--- src/rtl/risc_pkg.sv ---
// risc_pkg: opcodes, phase numbers, state encoding and strobe
// bundle shared by the accumulator CPU sequencer and ALU.
package risc_pkg;

  localparam logic [2:0] OP_HLT = 3'd0;
  localparam logic [2:0] OP_SKZ = 3'd1;
  localparam logic [2:0] OP_ADD = 3'd2;
  localparam logic [2:0] OP_AND = 3'd3;
  localparam logic [2:0] OP_XOR = 3'd4;
  localparam logic [2:0] OP_LDA = 3'd5;
  localparam logic [2:0] OP_STO = 3'd6;
  localparam logic [2:0] OP_JMP = 3'd7;

  localparam logic [2:0] PH_INST_ADDR  = 3'd0;
  localparam logic [2:0] PH_INST_FETCH = 3'd1;
  localparam logic [2:0] PH_INST_LOAD  = 3'd2;
  localparam logic [2:0] PH_IDLE       = 3'd3;
  localparam logic [2:0] PH_OP_ADDR    = 3'd4;
  localparam logic [2:0] PH_OP_FETCH   = 3'd5;
  localparam logic [2:0] PH_ALU_OP     = 3'd6;
  localparam logic [2:0] PH_STORE      = 3'd7;

  // Halted CPU reports itself as parked in the operand-address phase.
  localparam logic [2:0] PH_HALTED = PH_OP_ADDR;

  typedef enum logic [3:0] {
    S_INST_ADDR  = 4'd0,
    S_INST_FETCH = 4'd1,
    S_INST_LOAD  = 4'd2,
    S_IDLE       = 4'd3,
    S_OP_ADDR    = 4'd4,
    S_OP_FETCH   = 4'd5,
    S_ALU_OP     = 4'd6,
    S_STORE      = 4'd7,
    S_HALTED     = 4'd8
  } state_e;

  typedef struct packed {
    logic is_hlt;
    logic is_skz;
    logic is_aluop;
    logic is_sto;
    logic is_jmp;
  } dec_t;

  typedef struct packed {
    logic sel;
    logic rd;
    logic ld_ir;
    logic inc_pc;
    logic ld_pc;
    logic ld_ac;
    logic data_e;
    logic wr;
    logic halt;
  } strb_t;

  // Reset and phase-0 strobes: only the PC drives the address mux.
  localparam strb_t STRB_RST = strb_t'(9'h100);

  // Strobes to present while sitting in state s.
  // The zero-flag term of inc_pc is added combinationally by the caller.
  function automatic strb_t strobes(state_e s, dec_t d);
    strb_t o;
    o = '0;
    case (s)
      S_INST_ADDR: begin
        o.sel = 1'b1;
      end
      S_INST_FETCH: begin
        o.sel = 1'b1;
        o.rd  = 1'b1;
      end
      S_INST_LOAD, S_IDLE: begin
        o.sel   = 1'b1;
        o.rd    = 1'b1;
        o.ld_ir = 1'b1;
      end
      S_OP_ADDR: begin
        o.halt   = d.is_hlt;
        o.inc_pc = !d.is_hlt;
      end
      S_OP_FETCH: begin
        o.rd = d.is_aluop;
      end
      S_ALU_OP: begin
        o.rd     = d.is_aluop;
        o.ld_pc  = d.is_jmp;
        o.data_e = d.is_sto;
      end
      S_STORE: begin
        o.rd     = d.is_aluop;
        o.ld_ac  = d.is_aluop;
        o.ld_pc  = d.is_jmp;
        o.data_e = d.is_sto;
        o.wr     = d.is_sto;
      end
      S_HALTED: begin
        o.halt = 1'b1;
      end
      default: o = '0;
    endcase
    return o;
  endfunction

  function automatic logic [2:0] phase_of(state_e s);
    return (s == S_HALTED) ? PH_HALTED : s[2:0];
  endfunction

endpackage

--- src/rtl/risc_op_decode.sv ---
// risc_op_decode: opcode to instruction-class flags.
// Purely combinational; shared flag meanings live in risc_pkg.
module risc_op_decode
  import risc_pkg::*;
(
  input  logic [2:0] opcode_i,
  output dec_t       dec_o
);

  // Classify the opcode held in the instruction register.
  always_comb begin
    dec_o          = '0;
    dec_o.is_hlt   = (opcode_i == OP_HLT);
    dec_o.is_skz   = (opcode_i == OP_SKZ);
    dec_o.is_aluop = (opcode_i == OP_ADD) | (opcode_i == OP_AND)
                   | (opcode_i == OP_XOR) | (opcode_i == OP_LDA);
    dec_o.is_sto   = (opcode_i == OP_STO);
    dec_o.is_jmp   = (opcode_i == OP_JMP);
  end

endmodule

--- src/rtl/risc_sequencer.sv ---
// risc_sequencer: eight-phase control FSM for the accumulator CPU.
// Define RISC_SEQ_STEP_EN to add a `run` input that gates phase 0.
module risc_sequencer
  import risc_pkg::*;
#(
  parameter int CNT_W = 16
) (
  input  logic             clk,
  input  logic             rst,
`ifdef RISC_SEQ_STEP_EN
  input  logic             run,
`endif
  input  logic [2:0]       opcode,
  input  logic             zero,
  output logic             sel,
  output logic             rd,
  output logic             ld_ir,
  output logic             inc_pc,
  output logic             ld_pc,
  output logic             ld_ac,
  output logic             data_e,
  output logic             wr,
  output logic             halt,
  output logic [2:0]       phase,
  output logic [CNT_W-1:0] instr_count
);

  state_e           state_q, state_d;
  strb_t            strb_q, strb_d;
  logic [2:0]       phase_q, phase_d;
  logic [CNT_W-1:0] cnt_q, cnt_d;
  dec_t             dec;
  logic             go;

`ifdef RISC_SEQ_STEP_EN
  assign go = run;
`else
  assign go = 1'b1;
`endif

  risc_op_decode u_dec (
    .opcode_i (opcode),
    .dec_o    (dec)
  );

  // Next state, next registered strobes and retire counter.
  // Strobes for phases 4-7 use the opcode sampled in the
  // preceding phase, where it is already guaranteed valid.
  always_comb begin
    state_d = state_q;
    cnt_d   = cnt_q;
    case (state_q)
      S_INST_ADDR: begin
        if (go) state_d = S_INST_FETCH;
      end
      S_OP_ADDR: begin
        state_d = dec.is_hlt ? S_HALTED : S_OP_FETCH;
      end
      S_STORE: begin
        state_d = S_INST_ADDR;
        if (cnt_q != '1) cnt_d = cnt_q + CNT_W'(1);
      end
      S_HALTED: begin
        state_d = S_HALTED;
      end
      default: begin
        state_d = state_e'(state_q + 4'd1);
      end
    endcase
    strb_d  = strobes(state_d, dec);
    phase_d = phase_of(state_d);
  end

  // State, strobe and counter registers; reset aborts any instruction.
  always_ff @(posedge clk or posedge rst) begin
    if (rst) begin
      state_q <= S_INST_ADDR;
      strb_q  <= STRB_RST;
      phase_q <= PH_INST_ADDR;
      cnt_q   <= '0;
    end else begin
      state_q <= state_d;
      strb_q  <= strb_d;
      phase_q <= phase_d;
      cnt_q   <= cnt_d;
    end
  end

  assign sel         = strb_q.sel;
  assign rd          = strb_q.rd;
  assign ld_ir       = strb_q.ld_ir;
  assign ld_pc       = strb_q.ld_pc;
  assign ld_ac       = strb_q.ld_ac;
  assign data_e      = strb_q.data_e;
  assign wr          = strb_q.wr;
  assign halt        = strb_q.halt;
  assign phase       = phase_q;
  assign instr_count = cnt_q;

  // Skip-on-zero is the one path from the ALU flag to a strobe.
  assign inc_pc = strb_q.inc_pc
                | ((state_q == S_ALU_OP) & dec.is_skz & zero);

endmodule
--- config.mk ---
export PLATFORM = sky130hd
export DESIGN_NAME = risc_sequencer
export DESIGN_NICKNAME = d
export VERILOG_FILES = /design/src/rtl/risc_pkg.sv /design/src/rtl/risc_op_decode.sv /design/src/rtl/risc_sequencer.sv
export SDC_FILE = /design/constraint.sdc
export NUM_CORES = 1
export LEC_CHECK = 0
export CAP_MARGIN = 30
export CORE_MARGIN = 1.5
export CORE_UTILIZATION = 41
export CTS_BUF_LIST = sky130_fd_sc_hd__clkbuf_4 sky130_fd_sc_hd__clkbuf_8
export DETAILED_ROUTE_END_ITERATION = 12
export GPL_TIMING_DRIVEN = 1
export PLACE_DENSITY = 0.77
export SLEW_MARGIN = 5
export SYNTH_ARGS = -nofsm -noshare
export SYNTH_HDL_FRONTEND = slang
export SYNTH_HIERARCHICAL = 1
export SYNTH_SLANG_ARGS = --single-unit
--- constraint.sdc ---
create_clock -name clk -period 5.5 [get_ports clk]
set_input_delay 1.65 -clock clk [delete_from_list [all_inputs] [get_ports clk]]
set_output_delay 1.65 -clock clk [all_outputs]
set_load 0.01 [all_outputs]
Yosys cells after proc, flatten, opt, wreduce, memory -nomap -nowiden
Index checks and enable logic that the tools add are counted.
W data, S select, Z words.
Word-level totals
  logic and storage cells: 62
  register bits: 32
  bits of input ports: 6
  output and inout port bits: 28
Cells by class
  reductions and logical operators: 10
  equal/unequal tests: 20
  bitwise gates (word level): 6
  multiplexer cells: 12
  add/sub/neg operators: 2
Operators with widths (number)
  $eq A4 B3 Y1 const B: 7
  $add A16 B1 Y16 const B: 1
  $ne A16 B16 Y1 const B: 1
  $pmux W4 S4: 1
  $eq A3 B3 Y1 const B: 4
  $eq A4 B2 Y1 const B: 2
  $eq A4 B4 Y1 const B: 2
  $logic_not A4 Y1: 2
  $mux W1: 7
  $eq A3 B2 Y1 const B: 2
  $reduce_or A3 Y1: 2
  $add A4 B1 Y4 const B: 1
  $eq A4 B1 Y1 const B: 1
  $mux W4: 1
  $or A1 B1 Y1: 4
  $pmux W1 S2: 2
  $reduce_or A2 Y1: 2
  $reduce_or A4 Y1: 1
  $eq A3 B1 Y1 const B: 1
  $logic_not A3 Y1: 1
  $mux W3: 1
  $and A1 B1 Y1: 2
  $reduce_and A2 Y1: 1
  $logic_not A1 Y1: 1

Longest topological paths before layout
Gate-level depths: netlist of run 1.
  word-level depth: 6
  depth in mapped cells: 7
  gate-level depth less buffers: 7

Hierarchy
The synthesis of run 1 kept the hierarchy.
By module, submodules not included
  risc_sequencer: cells each 138, area an instance 1564.0 µm², times used 1, sequential area each 802.0 µm²
  risc_op_decode: cells each 5, area an instance 38.8 µm², times used 1, sequential area each 0.0 µm²

Worst setup path before layout of run 1
No wires, ideal clock.
  path kind: input to output
  start point: input opcode[2]
  end point: output inc_pc
  buffers on the path: 0
  arrival time: 2044 ps
  data required time: 3850 ps
  stages on the path: 2
  setup slack: 1806 ps
  path through: nor3b_1 > a41o_1
Between the ends
  cells in the longest elaborated chain, start to end: 4
Ends and longest elaborated chain
  start: declaration: line risc_sequencer.sv:13  | input logic [2:0] opcode,
  $eq A3 B1 Y1: line risc_op_decode.sv:14  | dec_o.is_skz = (opcode_i == OP_SKZ);
  $and A1 B1 Y1 (2 in series): line risc_sequencer.sv:102  | | ((state_q == S_ALU_OP) & dec.is_skz & zero);
  $or A1 B1 Y1: line risc_sequencer.sv:102
  end: declaration: line risc_sequencer.sv:18  | output logic inc_pc,
Every way passes these cells.

==> results of run 1 <==
==> cell families after synthesis <==
kind of cell | count (synthesis) | share of synthesized area [%]
and+or+nand+nor | 61 | 26.1
xor gates and xnor gates | 10 | 5.46
AOI/OAI and AO/OA | 20 | 9.13
DFF | 32 | 50.0
muxes | 5 | 3.43
adders and majority gates | 4 | 3.12
buffers and inverters | 11 | 2.73
==> cell usage in the layout, fill, tap and decap left out, types with 3 or more instances in the layout <==
cell type | Yosys | routed
clkdlybuf4s50_1 | 0 | 33
inv_1 | 6 | 6
xor2_1 | 8 | 8
and2_1 | 3 | 3
nor2_1 | 5 | 5
nand4_1 | 3 | 3
nand2_1 | 6 | 6
nor4_1 | 4 | 4
ha_1 | 4 | 4
a21oi_1 | 3 | 3
a31oi_1 | 6 | 6
nand3_1 | 6 | 6
dfrtp_1 | 31 | 31
and3_1 | 4 | 4
inv_2 | 3 | 3
nand2b_1 | 4 | 4
clkbuf_8 | 0 | 6
==> worst min-delay path by stage <==
stage                               start                          to  slack (ns)  depth (start not counted)
2_1_floorplan  instr_count[3]$_DFFE_PP0P_  instr_count[3]$_DFFE_PP0P_        0.54                          1
3_3_place_gp   instr_count[0]$_DFFE_PP0P_  instr_count[0]$_DFFE_PP0P_        0.51                          1
3_5_place_dp   instr_count[0]$_DFFE_PP0P_  instr_count[0]$_DFFE_PP0P_        0.52                          1
4_1_cts        instr_count[0]$_DFFE_PP0P_  instr_count[0]$_DFFE_PP0P_        0.53                          1
5_1_grt        instr_count[0]$_DFFE_PP0P_  instr_count[0]$_DFFE_PP0P_        0.55                          1
6_report       instr_count[3]$_DFFE_PP0P_  instr_count[3]$_DFFE_PP0P_        0.53                          1
==> registers in the layout, indices dropped and copies added (netlist names) <==
register     count
ld_ir            1
instr_count     16
sel              1
halt             1
ld_pc            1
ld_ac            1
phase            3
strb_q           1
state_q          4
data_e           1
rd               1
wr               1
==> power groups by stage <==
stage	Clock [mW]	Sequential, mW	Combinational, mW
final	0.195	0.348	0.380
after floorplan	0	0.357	0.230
after detailed placement	0	0.351	0.384
after global placement	0	0.348	0.366
after global routing	0.210	0.356	0.417
after CTS	0.200	0.347	0.385
==> cell usage after synthesis, drive strengths merged (3+ instances only) <==
cell    instances  area (um^2)
a31oi           6         37.5
or3             3         23.8
nand2b          4         25.0
mux2            4         45.0
and3            5         32.5
nand4           4         31.3
nand2           6         22.5
dfrtp          31          776
inv             9         33.8
xor2            8         70.1
ha              4         50.1
nand3           6         30.0
nor2            6         25.0
nor4            6         58.8
a21oi           3         15.0
nor3            4         30.0
and2            4         27.5
==> critical path, stage by stage <==
cell	delay, ns
clkdlybuf4s50_1	0.51
nor3b_1	0.21
a41o_1	0.19
clkdlybuf4s50_1	0.53
==> stage by stage <==
| step | cells | cell area, um^2 | worst slack [ns] | power, mW | utilization [%] |
|---|---|---|---|---|---|
| 6_report | 231 | 2090 | 0.759 | 0.922 | 56.2 |
| 2_1_floorplan | 143 | 1600 | 1.81 | 0.587 | - |
| 3_3_place_gp | 223 | 1990 | 0.797 | 0.714 | 53.6 |
| 5_1_grt | 231 | 2090 | 0.680 | 0.982 | 56.2 |
| 4_1_cts | 231 | 2090 | 0.741 | 0.932 | 56.2 |
| 3_5_place_dp | 223 | 1990 | 0.768 | 0.735 | 53.6 |
==> layout make-up <==
type | count | share of cell area [%]
Inverter | 9 | 1.62
Sequential cell | 32 | 38.4
Multi-Input combinational cell | 100 | 36.2
Timing Repair Buffer | 34 | 16.2
Clock buffer | 8 | 4.67
Tap cell | 48 | 2.88
==> per-layer routing <==
metal,up-vias,routed length (um),GRT usage [%]
met2,26,1650,28.3
met1,598,1320,19.3
met4,0,41,5.21
li1,597,-,-
met5,-,0,0
met3,4,144,4.97
==> results.cfg, run 1 <==
[detailed_routing]
dr_total_vias = 1225
drc = 0
route.antenna.remaining_nets = 0
first_pass_iters = 4
wirelength_um = 3150
drt-initial-drc-count = 91
via_per_inst = 5.30
wl_per_cell_um = 13.6

[timing]
setup_viol = 0
period_minus_slack_ns = 4.74
period_share_pct = 86.2
setup_tns_ns = 0
finClkSkew_ns = 0.00563
slew_viol_final = 0
tightestPinTransition_ns = 0.540
fmax_mhz = 211
rsz0062_at_grt = no
slew_headroom_pct = 63.7
hold_violations = 0
whs_ns = 0.525

[grt]
grt_usage_pct = 16.3
grt_pass1_wl_um = 5420
grt_max_degree = 33
grt_pass1_vias = 1215
overflow = 0
antenna_found_initial = 0

[power]
switching_power_mw = 0.332
p_sw_share_pct = 35.9
clock_power_share_pct = 21.1
peakVddDrop_mv = 0.245
p_int_mw = 0.591
p_leak_nw = 0.951
pwr-share-comb_pct = 41.2
seq_power_share_pct = 37.7
power_density_nw_per_um2 = 442

[setup_path]
worstSetupEndpointType = primary output
r2r_end = instr_count[14]$_DFFE_PP0P_
required_ns = 3.85
cp.arrival_ns = 3.09
path_max_fanout = 4
r2r-start = state_q[0]$_DFF_PP0_
startpoint = opcode[0]
r2r_slack_ns = 3.49
reg2reg_depth = 5
startpoint_type = input port
crit_path_end = inc_pc
path_class = in -> out

[clock_network]
numCtsBuffers = 5
cts_max_path_buffers = 2
htree_levels = 2
clock_sinks = 32
hold_buffers = 0
cts_root_buf = clkbuf_8
post_cts_buffers = 0
cts_tree = done
cts.reportedPaths.clkPinSlew_ns = 0.06
clk_latency_ns = 0.28
cts_resized = 0

[finish]
drive_above_1_share_pct = 14.8
fillers = 319
n_antenna_cell = 0
multi_input_area_um2 = 757
area_delta_synth_final_pct = 30.3
nets = 192
final-seq-area_um2 = 802

[synth]
ys_types = 49
yosys_warnings = 6
syn_nets = 153
synth-async-reset-ratio_pct = 100
synth_seq_cells = 32
synthCells = 143
seq_area_frac_synth_pct = 50.0
ys_dominant_reg_cell = dfrtp_1
synth.avg_cell_area_um2 = 11.2
synth_edf_count = 0
syn_area_um2 = 1600

[floorplan]
die_x_um = 65.5
dieHeight_um = 65.5
ioPinCount = 34
fp-row-count = 22
die-area_um2 = 4290
coreArea_um2 = 3720
start_util_pct = 43.1

[placed_design]
portBuffers = 33
post-dp-hpwl_um = 2330
place_congestion = 0.868

[min_path]
hp-class = reg -> reg

[status]
outcome = completed

[job]
maxCapViolCount = 0
Note: power is estimated with default switching activity, not from simulation.
==> run 2: changes to the inputs <==
clock period = 4.6 ns   (was 5.5 ns; I/O delays follow)
==> results.cfg, run 2 (synthesized netlist as in run 1, its figures left out) <==
[min_path]
hp-class = reg -> reg
min_from = instr_count[3]$_DFFE_PP0P_

[finish]
fillers = 333
nets = 192
design_area_um2 = 2090
final_cells = 231
mostFrequentLayoutCell = clkdlybuf4s50_1
largest_reg_flops = 16
multi_input_area_um2 = 757
layout_common_cells = clkdlybuf4s50_1, dfrtp_1, xor2_1
final-seq-area_um2 = 802
drive_above_1_share_pct = 14.8
area_delta_synth_final_pct = 30.3
n_antenna_cell = 0

[power]
p_leak_nw = 0.951
clock_power_share_pct = 21.2
seq_power_share_pct = 37.6
p_int_mw = 0.706
peakVddDrop_mv = 0.338
p_sw_share_pct = 35.9
pwr-share-comb_pct = 41.1
power_density_nw_per_um2 = 528
switching_power_mw = 0.396

[grt]
grt_pass1_wl_um = 5380
grt_usage_pct = 16.9
antenna_found_initial = 0
overflow = 0
grt_max_degree = 33
grt_pass1_vias = 1244

[setup_path]
cp_cell_sequence = clkdlybuf4s50_1 > nor3b_1 > a41o_1 > clkdlybuf4s50_1
required_ns = 3.22
worstSetupEndpointType = primary output
path_max_fanout = 5
startpoint_type = input port
crit_buf_inv = 2
path_class = in -> out
r2r_slack_ns = 2.56
startpoint = opcode[2]
crit_path_frequent_cell = clkdlybuf4s50_1
slowest_delay_ns = 0.53
cp_slowest_cell = clkdlybuf4s50_1
cp.arrival_ns = 2.83
critPathTopFamily = buffers and inverters
r2r-start = state_q[0]$_DFF_PP0_

[timing]
setup_tns_ns = 0
setup_viol = 0
hold_violations = 0
period_minus_slack_ns = 4.21
finClkSkew_ns = 0.00412
rsz0062_at_grt = no
slew_viol_final = 0
fmax_mhz = 237
period_share_pct = 91.6
slew_headroom_pct = 63.4
tightestPinTransition_ns = 0.544

[clock_network]
cts_resized = 0
clk_latency_ns = 0.29
cts_tree = done
hold_buffers = 0
numCtsBuffers = 5
cts_root_buf = clkbuf_8
clock_sinks = 32
htree_levels = 2
cts_max_path_buffers = 2
cts.reportedPaths.clkPinSlew_ns = 0.06
post_cts_buffers = 0

[detailed_routing]
route.antenna.remaining_nets = 0
wirelength_um = 3210
drc = 0
dr_total_vias = 1256
via_per_inst = 5.44
first_pass_iters = 4
drt-initial-drc-count = 58
wl_per_cell_um = 13.9

[placed_design]
post-dp-hpwl_um = 2360
dp.cells = 223
portBuffers = 33
place_congestion = 0.867
dpl_cell_area_um2 = 1990

[status]
outcome = completed

[job]
maxCapViolCount = 0

[floorplan]
die-area_um2 = 4290
fp-row-count = 22
dieHeight_um = 65.5
ioPinCount = 34
start_util_pct = 43.1
coreArea_um2 = 3720
die_x_um = 65.5
[run 2: cell counts in the layout (fill, tap and decap cells not counted)]
No cell type changed its count.
[run 2: final timing paths]
| path | end | depth (start not counted) |
|---|---|---|
| max in group asynchronous | sel$_DFF_PP1_ | 3 |
| max reg2reg | rd$_DFF_PP0_ | 6 |
| max | inc_pc | 4 |
| min | instr_count[3]$_DFFE_PP0P_ | 1 |
| min reg2reg | instr_count[3]$_DFFE_PP0P_ | 1 |
| min in group asynchronous | instr_count[11]$_DFFE_PP0P_ | 3 |
[run 2: power groups by stage]
stage / registers, mW / logic, mW / clock network, mW
after floorplan: 0.427 / 0.275 / 0
after global placement: 0.417 / 0.437 / 0
after detailed placement: 0.420 / 0.456 / 0
after CTS: 0.416 / 0.458 / 0.240
after global routing: 0.426 / 0.495 / 0.251
final: 0.415 / 0.453 / 0.234
[run 2: per-layer routing]
layer / vias to the layer above / track usage (%) / share of wire (%)
li1: 601 / - / -
met4: 0 / 8.59 / 1.9
met3: 5 / 6.51 / 4.6
met2: 24 / 30.0 / 53
met5: - / 0 / 0
met1: 626 / 17.0 / 40
[run 2: final cells by class]
cell class,count,area share [%]
inverters,9,1.62
multi-input cells,100,36.2
well taps,48,2.88
repair buffers,34,16.2
flip-flops and latches,32,38.4
clock buffers,8,4.67
[run 2: per-stage QoR]
stage | worst slack [ns] | hold slack (ns) | utilization, % | total power, mW
final | 0.386 | 0.521 | 56.2 | 1.10
after global routing | 0.298 | 0.546 | 56.2 | 1.17
after CTS | 0.373 | 0.525 | 56.2 | 1.11
after detailed placement | 0.390 | 0.514 | 53.6 | 0.877
after global placement | 0.440 | 0.515 | 53.6 | 0.854
after floorplan | 1.45 | 0.539 | - | 0.701
[run 2: worst reg2reg max path, stage by stage, from the launching register on]
cell and delay, ns:
dfrtp_1 0.43, inv_1 0.11, ha_1 0.29, mux2_2 0.38, a22oi_1 0.36, nand2b_1 0.23, o211a_1 0.18
==> run 3: changes to the inputs <==
CTS_CLUSTER_SIZE = 10   (was default)
==> results of run 3 <==
Final layout, timing and power as in run 2 (identical DEF).
